File: src/rtl/bru_if.sv
// Request/result bundle between the issue stage and the branch resolve unit (bru).
interface bru_if #(
  parameter int XLEN = 32
);
  logic            in_valid;
  logic            jump;
  logic            jalr;
  logic            branch;
  logic [2:0]      funct3;
  logic [XLEN-1:0] pc;
  logic [XLEN-1:0] rs1_data;
  logic [XLEN-1:0] rs2_data;
  logic [XLEN-1:0] imm;
  logic            in_pred_taken;
  logic            flush;
  logic [XLEN-1:0] lookup_pc;
  logic            lookup_taken;
  logic            out_valid;
  logic            je;
  logic [XLEN-1:0] target;
  logic [XLEN-1:0] link;
  logic            mispredict;
  logic [31:0]     perf_branches;
  logic [31:0]     perf_mispredicts;

  modport master (
    output in_valid, jump, jalr, branch, funct3, pc, rs1_data, rs2_data, imm,
           in_pred_taken, flush, lookup_pc,
    input  lookup_taken, out_valid, je, target, link, mispredict,
           perf_branches, perf_mispredicts
  );

  modport slave (
    input  in_valid, jump, jalr, branch, funct3, pc, rs1_data, rs2_data, imm,
           in_pred_taken, flush, lookup_pc,
    output lookup_taken, out_valid, je, target, link, mispredict,
           perf_branches, perf_mispredicts
  );
endinterface

File: src/rtl/bru.sv
// Branch resolve unit: resolves jumps/branches with a one-cycle registered result and
// trains a 2-bit-counter BHT. Define BRU_PERF_CNT_EN to add saturating event counters.
module bru #(
  parameter int XLEN      = 32,
  parameter int BHT_DEPTH = 64
) (
  input logic clk,
  input logic rst_n,
  bru_if.slave bus
);
  localparam int IW = $clog2(BHT_DEPTH);

  logic            acc, cond, je_d, upd;
  logic [XLEN-1:0] link_d, tgt_d, jalr_sum;
  logic [IW-1:0]   up_idx, lk_idx;
  logic [1:0]      ctr, ctr_d;
  logic [BHT_DEPTH-1:0][1:0] bht_q;
  logic            vld_q, je_q, misp_q;
  logic [XLEN-1:0] target_q, link_q;

  assign acc = bus.in_valid & ~bus.flush;

  always_comb begin
    cond = 1'b0;
    case (bus.funct3)
      3'b000:  cond = (bus.rs1_data == bus.rs2_data);
      3'b001:  cond = (bus.rs1_data != bus.rs2_data);
      3'b100:  cond = ($signed(bus.rs1_data) <  $signed(bus.rs2_data));
      3'b101:  cond = ($signed(bus.rs1_data) >= $signed(bus.rs2_data));
      3'b110:  cond = (bus.rs1_data <  bus.rs2_data);
      3'b111:  cond = (bus.rs1_data >= bus.rs2_data);
      default: cond = 1'b0;
    endcase
  end

  // Jump overrides any branch condition.
  assign je_d     = bus.jump | (bus.branch & cond);
  assign link_d   = bus.pc + XLEN'(4);
  assign jalr_sum = bus.rs1_data + bus.imm;

  always_comb begin
    tgt_d = link_d;
    if (je_d) tgt_d = (bus.jump & bus.jalr) ? {jalr_sum[XLEN-1:1], 1'b0}
                                            : bus.pc + bus.imm;
  end

  always_ff @(posedge clk or negedge rst_n) begin
    if (!rst_n) begin
      vld_q    <= 1'b0;
      je_q     <= 1'b0;
      misp_q   <= 1'b0;
      target_q <= '0;
      link_q   <= '0;
    end else begin
      vld_q  <= acc;
      je_q   <= acc & je_d;
      misp_q <= acc & (je_d ^ bus.in_pred_taken);
      if (acc) begin
        target_q <= tgt_d;
        link_q   <= link_d;
      end
    end
  end

  assign bus.out_valid  = vld_q;
  assign bus.je         = je_q;
  assign bus.mispredict = misp_q;
  assign bus.target     = target_q;
  assign bus.link       = link_q;

  // BHT: lookup reads the registered array, so a same-cycle update is seen next cycle.
  assign lk_idx           = bus.lookup_pc[IW+1:2];
  assign up_idx           = bus.pc[IW+1:2];
  assign bus.lookup_taken = bht_q[lk_idx][1];
  assign upd              = acc & bus.branch & ~bus.jump;
  assign ctr              = bht_q[up_idx];

  always_comb begin
    if (cond) ctr_d = (ctr == 2'b11) ? ctr : ctr + 2'd1;
    else      ctr_d = (ctr == 2'b00) ? ctr : ctr - 2'd1;
  end

  always_ff @(posedge clk or negedge rst_n) begin
    if (!rst_n)   bht_q <= {BHT_DEPTH{2'b01}};
    else if (upd) bht_q[up_idx] <= ctr_d;
  end

`ifdef BRU_PERF_CNT_EN
  logic [31:0] br_cnt_q, mp_cnt_q;

  always_ff @(posedge clk or negedge rst_n) begin
    if (!rst_n) begin
      br_cnt_q <= '0;
      mp_cnt_q <= '0;
    end else begin
      if (upd & ~&br_cnt_q) br_cnt_q <= br_cnt_q + 32'd1;
      if (acc & (je_d ^ bus.in_pred_taken) & ~&mp_cnt_q) mp_cnt_q <= mp_cnt_q + 32'd1;
    end
  end

  assign bus.perf_branches    = br_cnt_q;
  assign bus.perf_mispredicts = mp_cnt_q;
`else
  assign bus.perf_branches    = '0;
  assign bus.perf_mispredicts = '0;
`endif
endmodule

File: src/flat_wrapper.sv
// flat-port wrapper written by rule: the top's interface ports become plain ports
module bru_flat 
#(
  parameter int XLEN      = 32,
  parameter int BHT_DEPTH = 64
)
  (clk, rst_n, bus_in_valid, bus_jump, bus_jalr, bus_branch, bus_funct3, bus_pc, bus_rs1_data, bus_rs2_data, bus_imm, bus_in_pred_taken, bus_flush, bus_lookup_pc, bus_lookup_taken, bus_out_valid, bus_je, bus_target, bus_link, bus_mispredict, bus_perf_branches, bus_perf_mispredicts);
  bru_if #(.XLEN(XLEN)) bus_i ();
  input logic clk;
  input logic rst_n;
  input wire logic [$bits(bus_i.in_valid)-1:0] bus_in_valid;
  input wire logic [$bits(bus_i.jump)-1:0] bus_jump;
  input wire logic [$bits(bus_i.jalr)-1:0] bus_jalr;
  input wire logic [$bits(bus_i.branch)-1:0] bus_branch;
  input wire logic [$bits(bus_i.funct3)-1:0] bus_funct3;
  input wire logic [$bits(bus_i.pc)-1:0] bus_pc;
  input wire logic [$bits(bus_i.rs1_data)-1:0] bus_rs1_data;
  input wire logic [$bits(bus_i.rs2_data)-1:0] bus_rs2_data;
  input wire logic [$bits(bus_i.imm)-1:0] bus_imm;
  input wire logic [$bits(bus_i.in_pred_taken)-1:0] bus_in_pred_taken;
  input wire logic [$bits(bus_i.flush)-1:0] bus_flush;
  input wire logic [$bits(bus_i.lookup_pc)-1:0] bus_lookup_pc;
  output wire logic [$bits(bus_i.lookup_taken)-1:0] bus_lookup_taken;
  output wire logic [$bits(bus_i.out_valid)-1:0] bus_out_valid;
  output wire logic [$bits(bus_i.je)-1:0] bus_je;
  output wire logic [$bits(bus_i.target)-1:0] bus_target;
  output wire logic [$bits(bus_i.link)-1:0] bus_link;
  output wire logic [$bits(bus_i.mispredict)-1:0] bus_mispredict;
  output wire logic [$bits(bus_i.perf_branches)-1:0] bus_perf_branches;
  output wire logic [$bits(bus_i.perf_mispredicts)-1:0] bus_perf_mispredicts;
  assign bus_i.in_valid = bus_in_valid;
  assign bus_i.jump = bus_jump;
  assign bus_i.jalr = bus_jalr;
  assign bus_i.branch = bus_branch;
  assign bus_i.funct3 = bus_funct3;
  assign bus_i.pc = bus_pc;
  assign bus_i.rs1_data = bus_rs1_data;
  assign bus_i.rs2_data = bus_rs2_data;
  assign bus_i.imm = bus_imm;
  assign bus_i.in_pred_taken = bus_in_pred_taken;
  assign bus_i.flush = bus_flush;
  assign bus_i.lookup_pc = bus_lookup_pc;
  assign bus_lookup_taken = bus_i.lookup_taken;
  assign bus_out_valid = bus_i.out_valid;
  assign bus_je = bus_i.je;
  assign bus_target = bus_i.target;
  assign bus_link = bus_i.link;
  assign bus_mispredict = bus_i.mispredict;
  assign bus_perf_branches = bus_i.perf_branches;
  assign bus_perf_mispredicts = bus_i.perf_mispredicts;
  bru #(.XLEN(XLEN), .BHT_DEPTH(BHT_DEPTH)) u_core (.clk(clk), .rst_n(rst_n), .bus(bus_i));
endmodule
File: config.mk
export PLATFORM = sky130hd
export DESIGN_NAME = bru_flat
export DESIGN_NICKNAME = d
export VERILOG_FILES = /design/src/rtl/bru_if.sv /design/src/rtl/bru.sv /design/src/flat_wrapper.sv
export SDC_FILE = /design/constraint.sdc
export NUM_CORES = 1
export LEC_CHECK = 0
export ABC_AREA = 1
export CORE_AREA = 2 2 182 363
export CTS_CLUSTER_DIAMETER = 120
export CTS_CLUSTER_SIZE = 24
export DETAILED_ROUTE_END_ITERATION = 10
export DIE_AREA = 0 0 184 365
export DONT_BUFFER_PORTS = 1
export PLACE_DENSITY_LB_ADDON = 0.08
export SLEW_MARGIN = 25
export SYNTH_ARGS = -nofsm -noshare
export SYNTH_HDL_FRONTEND = slang
export SYNTH_SLANG_ARGS = --single-unit
File: constraint.sdc
create_clock -name clk -period 1.8 [get_ports clk]
set_clock_uncertainty 0.05 [all_clocks]
set_input_delay 0.27 -clock clk [delete_from_list [all_inputs] [get_ports clk]]
set_output_delay 0.27 -clock clk [all_outputs]
set_load 0.02 [all_outputs]
==> impl_metrics.yaml, run 1 <==
run_status:
  status: "complete, but fails checks"
  violations: "negative hold slack, negative setup slack"
clocking:
  clock_path_buffers: 2
  root_buffer: "clkbuf_16"
  cts_hold_buffers: 12
  path_clk_slew_ps: 80
  htree_levels: 4
  insertion_delay_ps: 490
  clock_sinks: 195
  cts_tree: "yes"
  numCtsBuffers: 17
sta:
  whs_ps: -555
  final-setup-viol-count: 163
  rsz0062_at_grt: "true"
  fin_ws_ps: -527
  hold_violations: 195
  max_slew_margin: 0.504
  worstMarginPinSlew_ps: 738
  drv_slew: 0
  min_period_ps: 2330
  post-route-period-util: 1.29
  timing.fmax_ghz: 0.430
routing:
  drt_wl_total_mm: 71.4
  firstDrtPassIters: 5
  post_drt_wl_per_cell_um: 19.5
  drt_iter0_drc: 840
  viasPerCell: 4.69
  vias: 17200
  ant_nets: 0
  drc: 0
hold_path:
  hold_path.class: "in2async"
setup_path:
  critPathRequiredTime_ps: 1480
  critPathCaptureType: "output pin"
  r2r-start: "u_core.bht_q[17]"
  critPathKind: "reg2out"
  startpoint_type: "register"
  cp_max_fo: 2
  crit_arrival_ps: 2010
  startpoint: "u_core.bht_q[99]"
power:
  leakage_nw: 11.8
  vdd_drop_max_v: 0.000718
  power_density_nw_per_um2: 595
  total_power_mw: 14.0
final_layout:
  layout.nets: 3103
  fin_util: 0.365
  fillers: 6925
  drive_above_1_share: 0.351
  stdcell_area_um2: 23500
  areaGrowthSynthToFinish_pct: 47.3
  instances_no_fill: 3657
floorplanning:
  fp-row-count: 132
  pin_count: 303
  core_area_um2: 64400
  die_h_um: 365
  start_util: 0.247
  die_w_um: 184
  die_area_um2: 67200
logic_synthesis:
  synth_most_common_cell: "nand2_1"
  yosys.area.top_type: "dfrtp_1"
  async_flop_share: 1.00
  synthTopCellsByArea: "dfrtp_1 (21%), nand2_1 (20%), dfstp_2 (11%)"
  yosysSeqAreaShare: 0.311
  netlist_instances: 2382
  synth_seq_cells: 195
  mappedNetlistArea_um2: 15900
  synth_top_area_frac: 0.206
  ys_types: 58
  synth_ff_type: "dfrtp_1"
  ys_warn_count: 0
  synth_common_cells: "nand2_1 (855), inv_1 (257), nand3_1 (153), nor2_1 (141), a21oi_1 (134)"
  synth-edff-count: 0
  syn_area_per_cell_um2: 6.69
global_routing:
  grt_pass1_wl_mm: 102
  grt_max_degree: 196
  grt.total_usage: 0.204
  grt.overflow.total: 0
  grt_pass1_vias: 16700
  antenna_found_initial: 1
place:
  dp.cells: 3557
  routabilityCongestion: 0.831
  dpl-instance-area_um2: 20300
  portBuffers: 0
  place_hpwl_mm: 51.9
job:
  drv_cap: 0
-- worst max-delay path, cell delays in order (launching register included) --
cell	delay (ps)
dfrtp_1	390
inv_1	90
buf_4	110
a21oi_1	40
o21ai_0	70
o21ai_0	120
nor2_1	200
o221ai_2	140
o211ai_1	100
nand2_1	120
buf_12	150
-- layout make-up --
class	count	area (um^2)	share of cell area
Antenna cell	4	10.0	0.000426
Clock buffer	20	447	0.0190
Clock inverter	12	121	0.00517
Inverter	269	1060	0.0453
Multi-Input combinational cell	1848	11200	0.477
Sequential cell	195	4960	0.211
Tap cell	804	1010	0.0428
Timing Repair Buffer	505	4680	0.199
-- routing by layer --
layer | up-vias | wire, um | global-route usage
li1 | 8582 | - | -
met1 | 8076 | 33700 | 0.283
met2 | 442 | 31900 | 0.323
met3 | 56 | 4480 | 0.0439
met4 | 0 | 1260 | 0.0478
met5 | - | 0 | 0
-- per-stage QoR --
step / hold WS [ps] / TNS (ps) / setup WS, ps
floorplan: -75.6 / -50690 / -386
global placement: -70.7 / -145180 / -954
detailed placement: -70.2 / -145730 / -952
CTS: -599 / -66160 / -550
global route: -579 / -78870 / -632
finish: -555 / -65870 / -527
-- sequential cells by signal (all words and copies together) (netlist names) --
| signal | cells |
|---|---|
| u_core.bus.mispredict | 1 |
| u_core.bus.je | 1 |
| u_core.bus.target | 32 |
| u_core.bht_q | 128 |
| u_core.bus.link | 32 |
| u_core.bus.out_valid | 1 |
-- cell usage in the layout, fill, tap and decap left out, types with 64 or more instances in the layout --
master / n
o21ai_0: 78
nor3_1: 73
dfstp_2: 64
conb_1: 64
nand2_2: 117
nor2_1: 122
nand3_1: 66
dfrtp_1: 131
a21oi_1: 123
nand3_2: 81
nand2_1: 679
buf_4: 422
inv_1: 236
ha_1: 75
-- logic make-up after synthesis --
| group | after synthesis | synth area share |
|---|---|---|
| AOI/OAI and AO/OA | 361 | 0.134 |
| xor gates and xnor gates | 39 | 0.0214 |
| adders and majority gates | 96 | 0.0763 |
| buffers and inverters | 405 | 0.120 |
| DFF | 195 | 0.311 |
| muxes | 1 | 0.000628 |
| other | 1 | 0.000235 |
| and+or+nand+nor | 1284 | 0.336 |
-- worst paths after layout --
check | endpoint | slack [ps] | depth (start not counted)
min | u_core.bus.target[28] | -550 | 0
min reg2reg | u_core.bht_q[80] | 420 | 2
max reg2reg | u_core.bht_q[62] | -500 | 15
min in group clk | u_core.bus.link[10] | 60 | 3
max | bus_lookup_taken | -530 | 10
max in group asynchronous | u_core.bht_q[85] | 1670 | 0
-- power breakdown --
| group | leakage (nW) | switching (mW) | internal (mW) |
|---|---|---|---|
| clock | 0.268 | 1.99 | 1.98 |
| combinational | 9.13 | 2.64 | 2.14 |
| sequential | 2.37 | 0.539 | 4.68 |
| total | 11.8 | 5.16 | 8.80 |
-- repair_timing --
action / CTS / global route
buffers inserted: 17 / 11
endpoints found under the hold margin: 207 / 195
pin swaps: 59 / 173
gates cloned: 10 / 19
resized for setup: 176 / 294
setup endpoints to repair: 164 / 169
Note: power is estimated with default switching activity, not from simulation.
==> run 2: changes to the inputs <==
- GPL_TIMING_DRIVEN: unset -> 0
- clock period: 1.8 -> 2.75 ns (I/O delays scaled with it)
==> run 2 against run 1 <==
Effect of this change:
- the run ends with negative hold slack left
- critical path depth rose by 5
- power down 42%
- sequential share of layout area rose by 6.5 points
- sequential cell count did not move
- critical endpoint is now u_core.bht_q[63]
- largest power group unchanged
==> impl_metrics.yaml, run 2 (synthesized netlist as in run 1, its figures left out) <==
routing:
  drc: 0
  viasPerCell: 4.76
  post_drt_wl_per_cell_um: 20.3
  drt_wl_total_mm: 66.8
  drt_iter0_drc: 1116
  firstDrtPassIters: 5
  ant_nets: 0
  vias: 15600
clocking:
  root_buffer: "clkbuf_16"
  cts_tree: "yes"
  numCtsBuffers: 17
  insertion_delay_ps: 490
  htree_levels: 4
  clock_sinks: 195
  clock_path_buffers: 2
  path_clk_slew_ps: 80
power:
  pwr-share-clk: 0.325
  seq_power_share: 0.422
  combPwrFrac: 0.253
  power.switching_mw: 3.04
  p_int_mw: 5.07
  power_density_nw_per_um2: 452
  leakage_nw: 9.01
  vdd_drop_max_v: 0.000476
  swShare: 0.375
  total_power_mw: 8.11
place:
  portBuffers: 0
  dpl-instance-area_um2: 17200
  place_hpwl_mm: 52.4
  routabilityCongestion: 0.855
  pre_cts_ws_ps: -925
  dp.cells: 3249
setup_path:
  path_cells: "buf_4 > nand2_1 > nor2_4 > buf_4 > nand2_1 > o2111ai_1 > o21ai_0 > nand2_1 > nor2_1 > nand2_1 > clkinv_1 > nand2_4 > clkbuf_4 > nand3_1 > nand2_1"
  slowest_delay_ps: 370
  cp_common_cell: "nand2_1"
  crit_slowest_cell: "nor2_4"
  crit_arrival_ps: 2980
  critPathKind: "in2reg"
  startpoint_type: "input pin"
  critPathRequiredTime_ps: 3110
  critPathCaptureType: "register"
  cp_max_fo: 10
final_layout:
  stdcell_area_um2: 17900
  top_register: "u_core.bht_q"
  layout_common_cells: "nand2_1 (855), inv_1 (257), nand3_1 (152)"
  fin_util: 0.278
  areaGrowthSynthToFinish_pct: 12.5
  instances_no_fill: 3290
  fillers: 7222
  mostFrequentLayoutCell: "nand2_1"
  largest_register_ffs: 128
  multi_input_area_um2: 9350
  antenna_cells: 0
  regArea_um2: 4960
  drive_above_1_share: 0.105
  layout.nets: 2740
floorplanning:
  pin_count: 303
  start_util: 0.247
  die_area_um2: 67200
  fp-row-count: 132
  die_h_um: 365
  die_w_um: 184
  core_area_um2: 64400
sta:
  rsz0062_at_grt: "false"
  timing.fmax_ghz: 0.382
  post-route-period-util: 0.953
  hold_violations: 131
  min_period_ps: 2620
  max_slew_margin: 0.316
  drv_slew: 0
  worstMarginPinSlew_ps: 1020
  whs_ps: -422
  final-setup-viol-count: 0
  fin_ws_ps: 129
global_routing:
  grt_pass1_vias: 15300
  grt_max_degree: 196
  grt.total_usage: 0.199
  grt_pass1_wl_mm: 98.1
  antenna_found_initial: 0
  grt.overflow.total: 0
run_status:
  violations: "negative hold slack"
  status: "complete, but fails checks"
hold_path:
  hold_path.class: "in2async"
job:
  drv_cap: 0
-- run 2: changes by cell type in the layout (fill, tap and decap cells not counted), sizes merged --
cell	delta
diode	-4
buf	-372
a21o	-1
dlygate4sd3	-12
nand2	-2
clkbuf	+24
clkinv	+2
clkinvlp	-2
-- run 2: worst paths after layout --
check / to / slack, ps / cells past startpoint / from
worst max register to register: u_core.bht_q[63] / 490 / 11 / u_core.bht_q[80]
worst min-delay path: u_core.bus.target[28] / -420 / 0 / rst_n
min in group clk: u_core.bus.link[0] / 50 / 2 / bus_pc[0]
max in group asynchronous: u_core.bht_q[89] / 2490 / 0 / rst_n
worst min register to register: u_core.bht_q[8] / 420 / 2 / u_core.bht_q[8]
worst max-delay path: u_core.bht_q[63] / 130 / 15 / bus_pc[4]
-- run 2: worst max-delay path, delay by kind of cell --
| kind | cells | cell delay [ps] |
|---|---|---|
| simple gates | 9 | 1330 |
| buf+inv | 4 | 890 |
| compound gates | 2 | 320 |
-- run 2: area by class of cell --
| cell class | instances | share of cell area |
|---|---|---|
| multi-input combinational | 1845 | 0.522 |
| buffer | 136 | 0.0524 |
| timing repair buffer | 9 | 0.00377 |
| tap | 804 | 0.0561 |
| clock inverter | 12 | 0.00775 |
| clock buffer | 20 | 0.0249 |
| inverter | 269 | 0.0566 |
| sequential | 195 | 0.277 |
-- run 2: power groups by stage --
| stage | Clock [mW] | Combinational, mW | Sequential (mW) |
|---|---|---|---|
| floorplan | 0 | 1.46 | 3.41 |
| global placement | 0 | 2.03 | 3.48 |
| detailed placement | 0 | 2.02 | 3.48 |
| CTS | 2.72 | 2.04 | 3.43 |
| global route | 2.82 | 2.31 | 3.45 |
| finish | 2.63 | 2.05 | 3.42 |
-- run 2: stage by stage --
step / hold WS [ps] / TNS, ps
2_1_floorplan: 66.9 / 0
3_3_place_gp: 80.6 / -107890
3_5_place_dp: 80.7 / -107980
4_1_cts: -442 / 0
5_1_grt: -445 / 0
6_report: -422 / 0
-- run 2: repair_timing --
action	4_1_cts	5_1_grt
endpoints found under the hold margin	195	195
gates resized for setup	8	29
endpoints found under the setup margin	154	135
buffers inserted	1	8
pin swaps	1	1
-- run 2: per-layer routing --
metal,share of wire,track usage
met5,0,0
met4,0.019,0.0563
met3,0.074,0.0520
met2,0.43,0.300
met1,0.48,0.278
